$ cat src/rtl/vec_mem_pkg.sv
// Shared state encoding, requester IDs and defaults for the data-memory port arbiter.
package vec_mem_pkg;

   localparam int DEF_AW        = 16;
   localparam int DEF_DW        = 16;
   localparam int DEF_BURST_LEN = 16;

   typedef enum logic [1:0] {
      IDLE   = 2'd0,
      ACTIVE = 2'd1,
      DRAIN  = 2'd2,
      FIN    = 2'd3
   } arb_state_t;

   localparam logic [1:0] REQ_SCALAR = 2'd0;
   localparam logic [1:0] REQ_VLD    = 2'd1;
   localparam logic [1:0] REQ_VST    = 2'd2;

   function automatic logic [2:0] id_onehot(input logic [1:0] id);
      case (id)
         REQ_SCALAR: return 3'b001;
         REQ_VLD:    return 3'b010;
         REQ_VST:    return 3'b100;
         default:    return 3'b000;
      endcase
   endfunction

   // Successor in the 3-way ring; the unused code 3 folds back to 0.
   function automatic logic [1:0] rr_next(input logic [1:0] id);
      case (id)
         REQ_SCALAR: return REQ_VLD;
         REQ_VLD:    return REQ_VST;
         default:    return REQ_SCALAR;
      endcase
   endfunction

endpackage

$ cat src/rtl/vec_arb_rr_pick.sv
// Combinational 3-way round-robin picker starting at ptr.
// VEC_ARB_SCALAR_PRIORITY_EN: the scalar requester wins whenever it is requesting.
module vec_arb_rr_pick
   import vec_mem_pkg::*;
(
   input  logic [2:0] req,
   input  logic [1:0] ptr,
   output logic [2:0] win,
   output logic [1:0] win_idx
);

   logic [1:0] c0;
   logic [1:0] c1;
   logic [1:0] c2;

   always_comb begin
      c0      = (ptr == 2'd3) ? REQ_SCALAR : ptr;
      c1      = rr_next(c0);
      c2      = rr_next(c1);
      win_idx = c0;
      if (req[c0])
         win_idx = c0;
      else if (req[c1])
         win_idx = c1;
      else if (req[c2])
         win_idx = c2;
`ifdef VEC_ARB_SCALAR_PRIORITY_EN
      if (req[REQ_SCALAR])
         win_idx = REQ_SCALAR;
`endif
      win = (|req) ? id_onehot(win_idx) : 3'b000;
   end

endmodule

$ cat src/rtl/vec_mem_port_arbiter.sv
// Shares one data-memory port between scalar, vector-load and vector-store units.
// VEC_ARB_SCALAR_PRIORITY_EN: scalar requester always wins arbitration (see vec_arb_rr_pick).
module vec_mem_port_arbiter
   import vec_mem_pkg::*;
#(
   parameter int AW        = DEF_AW,
   parameter int DW        = DEF_DW,
   parameter int BURST_LEN = DEF_BURST_LEN,
   parameter int RD_LAT    = 1
)(
   input  logic            Clk,
   input  logic            Rst,
   input  logic [2:0]      req,
   input  logic [2:0]      burst,
   input  logic [2:0]      wr_req,
   input  logic [3*AW-1:0] base_addr,
   input  logic [3*DW-1:0] wdata,
   output logic [2:0]      gnt,
   output logic [3:0]      beat_idx,
   output logic [DW-1:0]   rdata,
   output logic [2:0]      rvalid,
   output logic [2:0]      done,
   output logic [AW-1:0]   Addr,
   output logic            WR,
   output logic [DW-1:0]   DataIn,
   input  logic [DW-1:0]   DataOut
);

   localparam logic [3:0] LAST_BEAT  = 4'(BURST_LEN - 1);
   localparam logic [2:0] DRAIN_LAST = 3'(RD_LAT - 1);

   arb_state_t        state;
   arb_state_t        state_nxt;
   logic [1:0]        rr_ptr;
   logic [1:0]        owner;
   logic [1:0]        pick_idx;
   logic [2:0]        pick_win;
   logic              wr_l;
   logic [3:0]        last_beat;
   logic [2:0]        drain_cnt;
   logic [AW-1:0]     base_l;
   logic [AW-1:0]     addr_hold;
   logic [AW-1:0]     beat_addr;
   logic [AW-1:0]     pick_base;
   logic [DW-1:0]     owner_wdata;
   logic              grant;
   logic              beat_rd;
   logic [RD_LAT-1:0] ret_vld_p;
   logic [1:0]        ret_own_p [RD_LAT];

   vec_arb_rr_pick u_pick (
      .req     (req),
      .ptr     (rr_ptr),
      .win     (pick_win),
      .win_idx (pick_idx)
   );

   always_comb begin
      case (pick_idx)
         REQ_VLD: pick_base = base_addr[AW +: AW];
         REQ_VST: pick_base = base_addr[2*AW +: AW];
         default: pick_base = base_addr[0 +: AW];
      endcase
      case (owner)
         REQ_VLD: owner_wdata = wdata[DW +: DW];
         REQ_VST: owner_wdata = wdata[2*DW +: DW];
         default: owner_wdata = wdata[0 +: DW];
      endcase
   end

   assign beat_addr = base_l + AW'(beat_idx);

   always_ff @(posedge Clk or posedge Rst) begin
      if (Rst)
         state <= IDLE;
      else
         state <= state_nxt;
   end

   // Next state and port outputs; Addr keeps the last beat address outside ACTIVE.
   always_comb begin
      state_nxt = state;
      grant     = 1'b0;
      gnt       = 3'b000;
      done      = 3'b000;
      WR        = 1'b0;
      DataIn    = '0;
      beat_rd   = 1'b0;
      Addr      = addr_hold;
      case (state)
         IDLE: begin
            if (|req) begin
               grant     = 1'b1;
               state_nxt = ACTIVE;
            end
         end
         ACTIVE: begin
            gnt     = id_onehot(owner);
            Addr    = beat_addr;
            WR      = wr_l;
            DataIn  = wr_l ? owner_wdata : '0;
            beat_rd = ~wr_l;
            if (beat_idx == last_beat)
               state_nxt = wr_l ? FIN : DRAIN;
         end
         DRAIN: begin
            gnt = id_onehot(owner);
            if (drain_cnt == DRAIN_LAST)
               state_nxt = FIN;
         end
         FIN: begin
            gnt       = id_onehot(owner);
            done      = id_onehot(owner);
            state_nxt = IDLE;
         end
         default: state_nxt = IDLE;
      endcase
   end

   always_ff @(posedge Clk or posedge Rst) begin
      if (Rst) begin
         owner     <= REQ_SCALAR;
         wr_l      <= 1'b0;
         last_beat <= 4'd0;
         beat_idx  <= 4'd0;
         drain_cnt <= 3'd0;
         rr_ptr    <= REQ_SCALAR;
         addr_hold <= '0;
      end else begin
         if (grant) begin
            owner     <= pick_idx;
            wr_l      <= |(wr_req & pick_win);
            last_beat <= (|(burst & pick_win)) ? LAST_BEAT : 4'd0;
            beat_idx  <= 4'd0;
         end
         if (state == ACTIVE) begin
            addr_hold <= beat_addr;
            drain_cnt <= 3'd0;
            if (beat_idx != last_beat)
               beat_idx <= beat_idx + 4'd1;
         end
         if (state == DRAIN)
            drain_cnt <= drain_cnt + 3'd1;
         if (state == FIN) begin
`ifdef VEC_ARB_SCALAR_PRIORITY_EN
            if (owner != REQ_SCALAR)
               rr_ptr <= rr_next(owner);
`else
            rr_ptr <= rr_next(owner);
`endif
         end
      end
   end

   always_ff @(posedge Clk) begin
      if (grant)
         base_l <= pick_base;
   end

   // Read-return pipeline: one stage per cycle of memory latency
   always_ff @(posedge Clk or posedge Rst) begin
      if (Rst) begin
         ret_vld_p <= '0;
      end else begin
         ret_vld_p[0] <= beat_rd;
         for (int i = 1; i < RD_LAT; i++)
            ret_vld_p[i] <= ret_vld_p[i-1];
      end
   end

   always_ff @(posedge Clk) begin
      ret_own_p[0] <= owner;
      for (int i = 1; i < RD_LAT; i++)
         ret_own_p[i] <= ret_own_p[i-1];
   end

   assign rvalid = ret_vld_p[RD_LAT-1] ? id_onehot(ret_own_p[RD_LAT-1]) : 3'b000;
   assign rdata  = DataOut;

endmodule

$ cat config.mk
export PLATFORM = sky130hd
export DESIGN_NAME = vec_mem_port_arbiter
export DESIGN_NICKNAME = d
export VERILOG_FILES = /design/src/rtl/vec_mem_pkg.sv /design/src/rtl/vec_arb_rr_pick.sv /design/src/rtl/vec_mem_port_arbiter.sv
export SDC_FILE = /design/constraint.sdc
export NUM_CORES = 1
export LEC_CHECK = 0
export ABC_AREA = 0
export BUFFER_PORTS_ARGS = -buffer_cell sky130_fd_sc_hd__buf_2
export CORE_ASPECT_RATIO = 1.1
export CORE_MARGIN = 10
export CORE_UTILIZATION = 45
export CTS_BUF_LIST = sky130_fd_sc_hd__clkbuf_16
export DETAILED_ROUTE_END_ITERATION = 7
export MAX_ROUTING_LAYER = met4
export PLACE_DENSITY = 0.9
export SLEW_MARGIN = 20
export SYNTH_ARGS = -nofsm -noshare
export SYNTH_HDL_FRONTEND = slang
export SYNTH_SLANG_ARGS = --single-unit
$ cat constraint.sdc
create_clock -name Clk -period 3 [get_ports Clk]
set_input_delay 0.6 -clock Clk [delete_from_list [all_inputs] [get_ports Clk]]
set_output_delay 0.6 -clock Clk [all_outputs]
set_load 0.005 [all_outputs]
==> results.yml <==
status:
  status: "finished, final reports clean"
sta:
  drv_slew: 0
  fin_crit_sh_pct: 95.8
  rsz0062_at_grt: "false"
  setup_viol: 0
  fin_crit_ns: 2.87
  hold_viol: 0
  max_freq_mhz: 348
  clock_skew_ns: 0.00604
  setup_tns_ns: 0
  worst_pin_slew_ns: 0.699
  slew_headroom_pct: 53.3
placement:
  place_inst: 582
  gp_congestion: 0.907
  portBuffers: 152
  dp_hpwl_mm: 8.47
clock_network:
  hold_buffers: 0
  path_clk_slew_ns: 0.07
  cts.sinks: 50
  cts_tree: "done"
  cts_buffers: 5
  ctsRootBufferMaster: "clkbuf_16"
  cts.path.max_buffers: 2
  clk_latency_ns: 0.29
  htreeDepth: 2
logic_synthesis:
  synth_area_sq_um: 3390
  synth_edf_count: 16
  synth_top_area_share_pct: 23.6
  synth_flop_cell: "dfrtp_1"
  synthTopCellsByArea: "dfrtp_1 (24%), edfxtp_1 (14%), ha_1 (7.7%)"
  async_flop_share_pct: 64.0
  yosys_warnings: 0
  syn_area_per_cell_sq_um: 9.13
  ys_seq_elements: 50
  synth_nets: 517
  syn_inst: 372
  synth_top_area_cell: "dfrtp_1"
  netlist_top_cells_count: "nor2_1 (49), a22oi_1 (33), dfrtp_1 (32), a21oi_1 (24)"
  ys_types: 55
  synth.most_common_cell: "nor2_1"
  yosysSeqAreaShare_pct: 38.9
cells_and_area:
  nFillCells: 630
  num_antenna_cells: 0
  areaGrowthSynthToFinish_pct: 27.8
  final_nets: 648
  final_cells: 591
  drive_gt1_share_pct: 37.3
  multi_input_area_sq_um: 1840
  regArea_sq_um: 1330
global_routing:
  grt_max_degree: 33
  overflow: 0
  grt_pass1_vias: 3404
  grt_use_total_pct: 18.2
  grt_pass1_wl_mm: 16.6
  grt_antenna_before_repair: 0
route:
  num_vias: 3386
  via_per_inst: 5.73
  drt_wl_total_mm: 10.6
  dr.pass1.iters: 5
  post_drt_wl_per_cell_um: 17.9
  first_iter_violations: 245
  ant_nets: 0
  drc_errors: 0
floorplanning:
  rows: 33
  fp.dieArea_sq_um: 11400
  die_width_um: 103
  ios: 185
  initial_core_util_pct: 45.9
  core-area_sq_um: 7390
  die_y_um: 111
flow_run:
  maxCapViolations: 0
setup_path:
  critical_path_class: "flop to output port"
  start_kind: "flop"
  reg2reg_slack_ns: 0.31
  crit_path_top_delay_cell: "edfxtp_1"
  crit_required_ns: 2.40
  path_cells: "ha_4 -> and3_1 -> a221oi_1 -> buf_4 -> or4_1 -> a31oi_1 -> buf_2"
  r2r_end: "wr_l"
  cp_max_fo: 11
  r2r_cells: 9
  cp-end-kind: "output port"
  worstPathArrival_ns: 2.27
  rr_startpoint: "rr_ptr[0]"
  cp_slowest_stage_delay_ns: 0.46
worst_hold_path:
  hold_class: "input port to async pin"
pwr:
  p_leak_nw: 2.08
  peakVddDrop_uv: 720
  p_per_area_nw_per_um2: 1100
[cells in the final DEF, fill, tap and decap left out, types with 9 or more instances in the layout]
| master | synthesis | layout |
|---|---|---|
| a22oi_1 | 33 | 33 |
| a21oi_1 | 24 | 24 |
| edfxtp_1 | 16 | 16 |
| dfrtp_1 | 32 | 29 |
| inv_1 | 21 | 22 |
| buf_2 | 1 | 152 |
| o21ai_0 | 15 | 15 |
| a211oi_1 | 17 | 16 |
| nor2_1 | 49 | 49 |
| ha_1 | 21 | 17 |
| buf_4 | 16 | 9 |
[state kept, by name, summed over array words and instances (netlist names), 2 cells and up]
register / cells
owner: 2
rr_ptr: 2
drain_cnt: 3
ret_own_p: 2
state: 2
addr_hold: 16
beat_idx: 4
base_l: 16
[how the worst max path moves through the flow]
stage | cells past startpoint | start | end | slack [ns]
detailed placement | 10 | rr_ptr[1] | wr_l | 0.11
finish | 7 | base_l[2] | Addr[15] | 0.13
global route | 7 | base_l[0] | Addr[14] | 0.007
floorplan | 11 | rr_ptr[0] | base_l[10] | 0.40
global placement | 8 | req[2] | wr_l | 0.32
CTS | 7 | beat_idx[2] | Addr[13] | 0.02
[per-stage QoR]
step	hold WS (ns)	power (mW)	cell area, sq um	utilization (%)	worst slack, ns
2_1_floorplan	0.391	3.20	3390	-	0.400
3_3_place_gp	0.424	3.91	4120	55.8	0.321
3_5_place_dp	0.432	4.08	4120	55.8	0.109
4_1_cts	0.402	4.72	4290	58.0	0.0224
5_1_grt	0.435	5.16	4340	58.7	0.00655
6_report	0.394	4.77	4340	58.7	0.127
[where the power goes]
| part | switching [mW] | internal, mW |
|---|---|---|
| combinational | 1.57 | 1.16 |
| clock | 0.242 | 0.388 |
| sequential | 0.254 | 1.15 |
[final cells by class]
cell class	instances	area share (%)
multi-input cells	264	42.3
clock inverters	3	0.865
well taps	87	2.51
repair buffers	161	19.1
clock buffers	5	2.88
inverters	21	1.82
flip-flops and latches	50	30.5
[cell families (layout without fill, tap and decap cells)]
logic type	count (synthesis)	count (layout)	share of synthesized area, %
muxes	6	6	2.03
buffers and inverters	58	190	8.22
DFF	50	50	38.9
adders and majority gates	22	22	8.33
AOI/OAI and AO/OA	120	120	23.9
xor gates and xnor gates	7	7	1.81
and+or+nand+nor	109	109	16.8
[what timing repair did]
action	4_1_cts	5_1_grt
setup endpoints to repair	0	33
resized for setup	0	12
setup buffers	0	1
[routing by layer]
metal  track usage (%)  vias to the layer above  wire, um  share of wire (%)
met5                 -                        -         0                  0
met4              5.29                        0       221                2.1
met3              2.62                       29       493                4.7
met2              31.0                      121      5550                 52
met1              21.6                     1621      4330                 41
li1                  -                     1615         -                  -
[critical path, delay by kind of cell, from the launching register on]
family | cells | cell delay [ns]
AND/OR/NAND/NOR | 2 | 0.55
AO/OA/AOI/OAI | 2 | 0.30
adder cells (fa/ha/maj) | 1 | 0.34
flip-flops | 1 | 0.46
buffers and inverters | 2 | 0.34
Note: power is estimated with default switching activity, not from simulation.
